**config.mk**
```make
export PLATFORM = sky130hd
export DESIGN_NAME = reg_bank_loader_flat
export DESIGN_NICKNAME = d
export VERILOG_FILES = /design/src/rtl/reg_loader_pkg.sv /design/src/rtl/reg_bank_loader_if.sv /design/src/rtl/reg_bank_loader_word_assembler.sv /design/src/rtl/reg_bank_loader.sv /design/src/flat_wrapper.sv
export SDC_FILE = /design/constraint.sdc
export NUM_CORES = 1
export LEC_CHECK = 0
export CORE_MARGIN = 1
export CORE_UTILIZATION = 40
export CTS_BUF_LIST = sky130_fd_sc_hd__clkbuf_4 sky130_fd_sc_hd__clkbuf_8
export CTS_CLUSTER_DIAMETER = 50
export DETAILED_ROUTE_END_ITERATION = 7
export GPL_TIMING_DRIVEN = 0
export PLACE_DENSITY = 0.69
export SYNTH_ARGS = -nofsm -noshare
export SYNTH_HDL_FRONTEND = slang
export SYNTH_HIERARCHICAL = 1
export SYNTH_SLANG_ARGS = --single-unit
```
**constraint.sdc**
```tcl
create_clock -name clk -period 2.6 [get_ports clk]
set_input_delay 0.26 -clock clk [delete_from_list [all_inputs] [get_ports clk]]
set_output_delay 0.26 -clock clk [all_outputs]
set_load 0.05 [all_outputs]
```
**src/rtl/reg_loader_pkg.sv**
```systemverilog
// Shared types and defaults for the register-bank loader.
package reg_loader_pkg;

    localparam int NUM_REGS_DEF   = 32;
    localparam int ADDR_W_DEF     = 5;
    localparam int DATA_W_DEF     = 32;
    localparam int BYTES_PER_WORD = DATA_W_DEF / 8;

    typedef enum logic [2:0] {
        IDLE    = 3'd0,
        COLLECT = 3'd1,
        WRITE   = 3'd2,
        CHECK   = 3'd3,
        FINISH  = 3'd4
    } state_e;

endpackage

```
**src/rtl/reg_bank_loader_if.sv**
```systemverilog
// Byte stream plus register-bank write/read pins; master is the loader side.
interface reg_bank_loader_if #(
    parameter int ADDR_W = 5,
    parameter int DATA_W = 32
);
    logic [7:0]        byte_in;
    logic              byte_valid;
    logic              byte_ready;
    logic [ADDR_W-1:0] wAddr;
    logic [DATA_W-1:0] wrData;
    logic              regWriteFlag;
    logic [ADDR_W-1:0] rAddr1;
    logic [DATA_W-1:0] data1;

    modport master (
        input  byte_in, byte_valid, data1,
        output byte_ready, wAddr, wrData, regWriteFlag, rAddr1
    );

    modport slave (
        output byte_in, byte_valid, data1,
        input  byte_ready, wAddr, wrData, regWriteFlag, rAddr1
    );
endinterface

```
**src/rtl/reg_bank_loader_word_assembler.sv**
```systemverilog
// MSB-first byte shift register with a byte counter; word_full flags the accept that completes a word.
module word_assembler
    import reg_loader_pkg::*;
#(
    parameter int DATA_W = DATA_W_DEF,
    parameter int BPW    = BYTES_PER_WORD
) (
    input  logic              clk,
    input  logic              rst_n,
    input  logic              i_clear,
    input  logic              i_accept,
    input  logic [7:0]        i_byte,
    output logic [DATA_W-1:0] o_word,
    output logic              o_word_full
);
    localparam int CNT_W = $clog2(BPW) + 1;
    localparam logic [CNT_W-1:0] LAST_CNT = CNT_W'(BPW - 1);

    logic [CNT_W-1:0]  r_cnt;
    logic [DATA_W-1:0] r_word;

    // Byte counter and shift register
    always_ff @(posedge clk or negedge rst_n) begin
        if (!rst_n) begin
            r_cnt  <= '0;
            r_word <= '0;
        end else if (i_clear) begin
            r_cnt  <= '0;
        end else if (i_accept) begin
            r_word <= {r_word[DATA_W-9:0], i_byte};
            r_cnt  <= (r_cnt == LAST_CNT) ? '0 : r_cnt + CNT_W'(1);
        end else begin
            r_cnt  <= r_cnt;
            r_word <= r_word;
        end
    end

    assign o_word      = r_word;
    assign o_word_full = i_accept && (r_cnt == LAST_CNT);
endmodule

```
**src/rtl/reg_bank_loader.sv**
```systemverilog
// Loads NUM_REGS words from a byte stream into the register bank write port.
// Optional read-back verify is compiled in with REG_LOADER_VERIFY_EN.
module reg_bank_loader
    import reg_loader_pkg::*;
#(
    parameter int NUM_REGS = NUM_REGS_DEF,
    parameter int ADDR_W   = ADDR_W_DEF,
    parameter int DATA_W   = DATA_W_DEF
) (
    input  logic                   clk,
    input  logic                   rst_n,
    input  logic                   start,
    reg_bank_loader_if.master      bus,
    output logic                   busy,
    output logic                   done,
    output logic                   error,
    output logic [ADDR_W-1:0]      err_addr
);
    localparam logic [ADDR_W-1:0] LAST_IDX = ADDR_W'(NUM_REGS - 1);

    state_e            r_state;
    state_e            w_next_state;
    logic [ADDR_W-1:0] r_idx;
    logic [DATA_W-1:0] r_wr_data;
    logic [ADDR_W-1:0] r_waddr;
    logic              w_start_acc;
    logic              w_idx_inc;
    logic              w_set_err;
    logic              w_accept;
    logic              w_word_full;
    logic [DATA_W-1:0] w_word;

    assign w_accept = bus.byte_valid && (r_state == COLLECT);

    word_assembler #(.DATA_W(DATA_W), .BPW(DATA_W / 8)) u_asm (
        .clk        (clk),
        .rst_n      (rst_n),
        .i_clear    (w_start_acc),
        .i_accept   (w_accept),
        .i_byte     (bus.byte_in),
        .o_word     (w_word),
        .o_word_full(w_word_full)
    );

    // Next-state decode; a clean verify falls through to the same idx decision as WRITE
    always_comb begin
        w_next_state = r_state;
        w_start_acc  = 1'b0;
        w_idx_inc    = 1'b0;
        w_set_err    = 1'b0;
        case (r_state)
            IDLE, FINISH: begin
                if (start) begin
                    w_next_state = COLLECT;
                    w_start_acc  = 1'b1;
                end else begin
                    w_next_state = r_state;
                end
            end
            COLLECT: begin
                if (w_word_full) begin
                    w_next_state = WRITE;
                end else begin
                    w_next_state = COLLECT;
                end
            end
`ifdef REG_LOADER_VERIFY_EN
            WRITE: begin
                w_next_state = CHECK;
            end
            CHECK: begin
                // Address 0 is $zero and always reads back 0
                if ((bus.data1 != r_wr_data) && (r_idx != '0)) begin
                    w_set_err    = 1'b1;
                    w_next_state = FINISH;
                end else if (r_idx == LAST_IDX) begin
                    w_next_state = FINISH;
                end else begin
                    w_idx_inc    = 1'b1;
                    w_next_state = COLLECT;
                end
            end
`else
            WRITE: begin
                if (r_idx == LAST_IDX) begin
                    w_next_state = FINISH;
                end else begin
                    w_idx_inc    = 1'b1;
                    w_next_state = COLLECT;
                end
            end
`endif
            default: begin
                w_next_state = IDLE;
            end
        endcase
    end

    // State, index and held write-port registers
    always_ff @(posedge clk or negedge rst_n) begin
        if (!rst_n) begin
            r_state   <= IDLE;
            r_idx     <= '0;
            r_wr_data <= '0;
            r_waddr   <= '0;
        end else begin
            r_state <= w_next_state;
            if (w_start_acc) begin
                r_idx <= '0;
            end else if (w_idx_inc) begin
                r_idx <= r_idx + ADDR_W'(1);
            end else begin
                r_idx <= r_idx;
            end
            if (w_word_full) begin
                r_wr_data <= {w_word[DATA_W-9:0], bus.byte_in};
                r_waddr   <= r_idx;
            end else begin
                r_wr_data <= r_wr_data;
                r_waddr   <= r_waddr;
            end
        end
    end

    assign bus.byte_ready   = (r_state == COLLECT);
    assign bus.regWriteFlag = (r_state == WRITE);
    assign bus.wAddr        = r_waddr;
    assign bus.wrData       = r_wr_data;
    assign busy             = (r_state == COLLECT) || (r_state == WRITE) || (r_state == CHECK);
    assign done             = (r_state == FINISH);

`ifdef REG_LOADER_VERIFY_EN
    logic              r_error;
    logic [ADDR_W-1:0] r_err_addr;
    logic [ADDR_W-1:0] r_raddr;

    // Sticky verify error and read address
    always_ff @(posedge clk or negedge rst_n) begin
        if (!rst_n) begin
            r_error    <= 1'b0;
            r_err_addr <= '0;
            r_raddr    <= '0;
        end else begin
            if (w_start_acc) begin
                r_error    <= 1'b0;
                r_err_addr <= '0;
            end else if (w_set_err) begin
                r_error    <= 1'b1;
                r_err_addr <= r_idx;
            end else begin
                r_error    <= r_error;
                r_err_addr <= r_err_addr;
            end
            if (w_word_full) begin
                r_raddr <= r_idx;
            end else begin
                r_raddr <= r_raddr;
            end
        end
    end

    assign bus.rAddr1 = r_raddr;
    assign error      = r_error;
    assign err_addr   = r_err_addr;
`else
    logic w_unused_data1;
    assign w_unused_data1 = ^bus.data1;
    assign bus.rAddr1     = '0;
    assign error          = 1'b0;
    assign err_addr       = '0;
`endif
endmodule

```
**src/flat_wrapper.sv**
```systemverilog
// flat-port wrapper written by rule: the top's interface ports become plain ports
module reg_bank_loader_flat import reg_loader_pkg::*;
#(
    parameter int NUM_REGS = NUM_REGS_DEF,
    parameter int ADDR_W   = ADDR_W_DEF,
    parameter int DATA_W   = DATA_W_DEF
)
  (clk, rst_n, start, busy, done, error, err_addr, bus_byte_in, bus_byte_valid, bus_data1, bus_byte_ready, bus_wAddr, bus_wrData, bus_regWriteFlag, bus_rAddr1);
  reg_bank_loader_if #(.ADDR_W(ADDR_W), .DATA_W(DATA_W)) bus_i ();
  input  logic clk;
  input  logic rst_n;
  input  logic start;
  output logic busy;
  output logic done;
  output logic error;
  output logic [ADDR_W-1:0] err_addr;
  input wire logic [$bits(bus_i.byte_in)-1:0] bus_byte_in;
  input wire logic [$bits(bus_i.byte_valid)-1:0] bus_byte_valid;
  input wire logic [$bits(bus_i.data1)-1:0] bus_data1;
  output wire logic [$bits(bus_i.byte_ready)-1:0] bus_byte_ready;
  output wire logic [$bits(bus_i.wAddr)-1:0] bus_wAddr;
  output wire logic [$bits(bus_i.wrData)-1:0] bus_wrData;
  output wire logic [$bits(bus_i.regWriteFlag)-1:0] bus_regWriteFlag;
  output wire logic [$bits(bus_i.rAddr1)-1:0] bus_rAddr1;
  assign bus_i.byte_in = bus_byte_in;
  assign bus_i.byte_valid = bus_byte_valid;
  assign bus_i.data1 = bus_data1;
  assign bus_byte_ready = bus_i.byte_ready;
  assign bus_wAddr = bus_i.wAddr;
  assign bus_wrData = bus_i.wrData;
  assign bus_regWriteFlag = bus_i.regWriteFlag;
  assign bus_rAddr1 = bus_i.rAddr1;
  reg_bank_loader #(.NUM_REGS(NUM_REGS), .ADDR_W(ADDR_W), .DATA_W(DATA_W)) u_core (.clk(clk), .rst_n(rst_n), .start(start), .bus(bus_i), .busy(busy), .done(done), .error(error), .err_addr(err_addr));
endmodule
```
==> impl_metrics.yaml <==
finish:
  drive_gt1_share_pct: 35.51
  filler_cell_count: 618
  areaGrowthSynthToFinish_pct: 26.92
  multi_input_gate_area_sq_mm: 0.001125
  seq_area_sq_mm: 0.001802
  fin_nets: 322
  final_core_utilization_pct: 53.18
  antenna-diode-count: 0
routing:
  antenna_violating_nets_post_route: 0
  routed_wire_length_per_instance_um: 13.81
  drt_iter0_drc: 52
  drt_drc_violations_left: 0
  route.vias.total: 1768
  routed_via_density: 4.715
  routed_wirelength_um: 5179
  first_pass_drt_iterations: 4
timing:
  min_period_ps: 2313
  final.period_utilization_pct: 88.96
  timing.clock.skew_ps: 3.062
  timing.final.hold_violations: 0
  max_slew_margin_pct: 41.14
  fmax_ghz: 0.4324
  post-route-worst-setup-slack_ps: 287.1
  drv_slew: 0
  grt_setup_unrepaired: "no"
  setup_viol: 0
  tightestPinTransition_ps: 882.9
clocking:
  post-cts-setup-buffers: 0
  cts-htree-levels: 3
  clock_buffer_depth: 2
  hold_buffers: 0
  insertion_delay_ps: 330
  tritoncts_clock_tree: "yes"
  clockRootBuffer: "sky130_fd_sc_hd__clkbuf_8"
  cts_buffers: 9
  worst_setup_hold_path_clk_slew_ps: 70
  cts_num_sinks: 72
min_path:
  class_of_the_most_critical_hold_timing_path: "in2async"
setup_path:
  critical_path.max_fanout: 10
  critPathCaptureType: "flip-flop"
  worst_ep_required_time_ps: 2820
  worst-setup-path-type: "reg2reg"
  cp-start-kind: "flip-flop"
  critPathArrivalTime_ps: 2530
  regToRegSetupSlack_ps: 290
floorplan:
  placeableCoreArea_sq_mm: 0.007331
  io-pin-count: 96
  rows: 31
  die_w_um: 89.63
  die-height_um: 89.63
  dieArea_sq_mm: 0.008034
  initial_utilization_pct: 41.90
global_route:
  maximum_number_of_pins_on_one_net_before_global_route_repair: 73
  antenna_violations_before_repair: 0
  grt_pass1_vias: 1846
  groute.usage.overall_pct: 15.19
  first_pass_grt_wire_length_um: 8804
  global_route.overflow_total: 0
place:
  dpl_worst_slack_ps: -33.85
  port-buffer-count: 52
  hpwlAfterDp_um: 3556
  globalplace.congestion: 0.7240
pwr:
  ir_drop_v: 0.0009700
  p_per_area_mw_per_mm2: 1328
  p_leak_nw: 1.791
  finalPower_mw: 5.176
synth:
  syn-cell-area_sq_mm: 0.003072
  synthCells: 203
  synth-warning-count: 6
  post_synthesis_mean_instance_area_sq_um: 15.13
job:
  max_cap_violations: 0
outcome:
  run_status: "completed"
==> final cells by class <==
type / instances / area share, %
sequential: 72 / 46.21
multi-input combinational: 120 / 28.85
timing repair buffer: 52 / 13.29
buffer: 19 / 4.589
clock buffer: 10 / 3.530
tap: 99 / 3.177
clock inverter: 2 / 0.2567
inverter: 1 / 0.09628
==> worst max-delay path, stage by stage (launching register included) <==
cell,delay (ps)
sky130_fd_sc_hd__dfrtp_1,460
sky130_fd_sc_hd__nand2b_1,210
sky130_fd_sc_hd__nor2_2,120
sky130_fd_sc_hd__and2_1,240
sky130_fd_sc_hd__nand2_1,90
sky130_fd_sc_hd__nor2_1,140
sky130_fd_sc_hd__clkbuf_1,530
sky130_fd_sc_hd__mux2_2,410
==> sequential cells by signal, summed over array words and instances, names as in the netlist <==
name	cells
u_core/u_asm/r_cnt	3
u_core/r_idx	5
u_core/r_state	3
u_core/u_asm/o_word	24
u_core/bus.wrData	32
u_core/bus.wAddr	5
==> routing by layer <==
metal	vias to the layer above	part of all wire, %	routed length [um]	GRT usage [%]
met3	8	6.0	309	6.764
met4	0	1.2	61	5.195
met5	-	0	0	0
met1	891	43	2229	17.62
met2	48	50	2579	25.14
li1	821	-	-	-
==> metrics by stage <==
step,cells,hold WS (ps),TNS [ps],area [sq um]
finish,375,35.11,0,3899
global route,375,111.0,0,3899
CTS,375,69.97,0,3897
detailed placement,364,444.1,-256.3,3754
global placement,364,489.2,-85280,3756
floorplan,213,-35.59,0,3112
==> cells in the final DEF (no fill, tap or decap), drive strengths merged, types with 3 or more instances in the layout <==
master / count
dfrtp: 72
nand2: 8
a21oi: 6
conb: 11
mux2: 61
buf: 18
clkdlybuf4s50: 51
ha: 3
clkbuf: 12
and2: 3
nor2: 7
nand2b: 4
==> timing repair <==
| item | in CTS | in global routing |
|---|---|---|
| resized for setup | 0 | 2 |
| hold endpoints to repair | 0 | 0 |
| endpoints found under the setup margin | 9 | 3 |
==> where the power goes <==
part | internal, mW | switching [mW] | total (mW)
Combinational | 1.13 | 1.43 | 2.57
Clock | 0.347 | 0.358 | 0.705
Sequential | 1.61 | 0.299 | 1.91
==> final timing paths <==
kind	from	to	cells after the start
min reg2reg	u_core/u_asm/o_word[19]$_DFFE_PN0P_	u_core/u_asm/o_word[19]$_DFFE_PN0P_	1
max reg2reg	u_core/r_state[1]$_DFFE_PN0P_	u_core/bus.wrData[27]$_DFFE_PN0P_	7
max	u_core/r_state[1]$_DFFE_PN0P_	u_core/bus.wrData[27]$_DFFE_PN0P_	7
min	rst_n	u_core/bus.wrData[9]$_DFFE_PN0P_	1
max in group asynchronous	rst_n	u_core/bus.wrData[22]$_DFFE_PN0P_	1
min in group clk	u_core/u_asm/o_word[19]$_DFFE_PN0P_	u_core/u_asm/o_word[19]$_DFFE_PN0P_	1
Note: power is estimated with default switching activity, not from simulation.
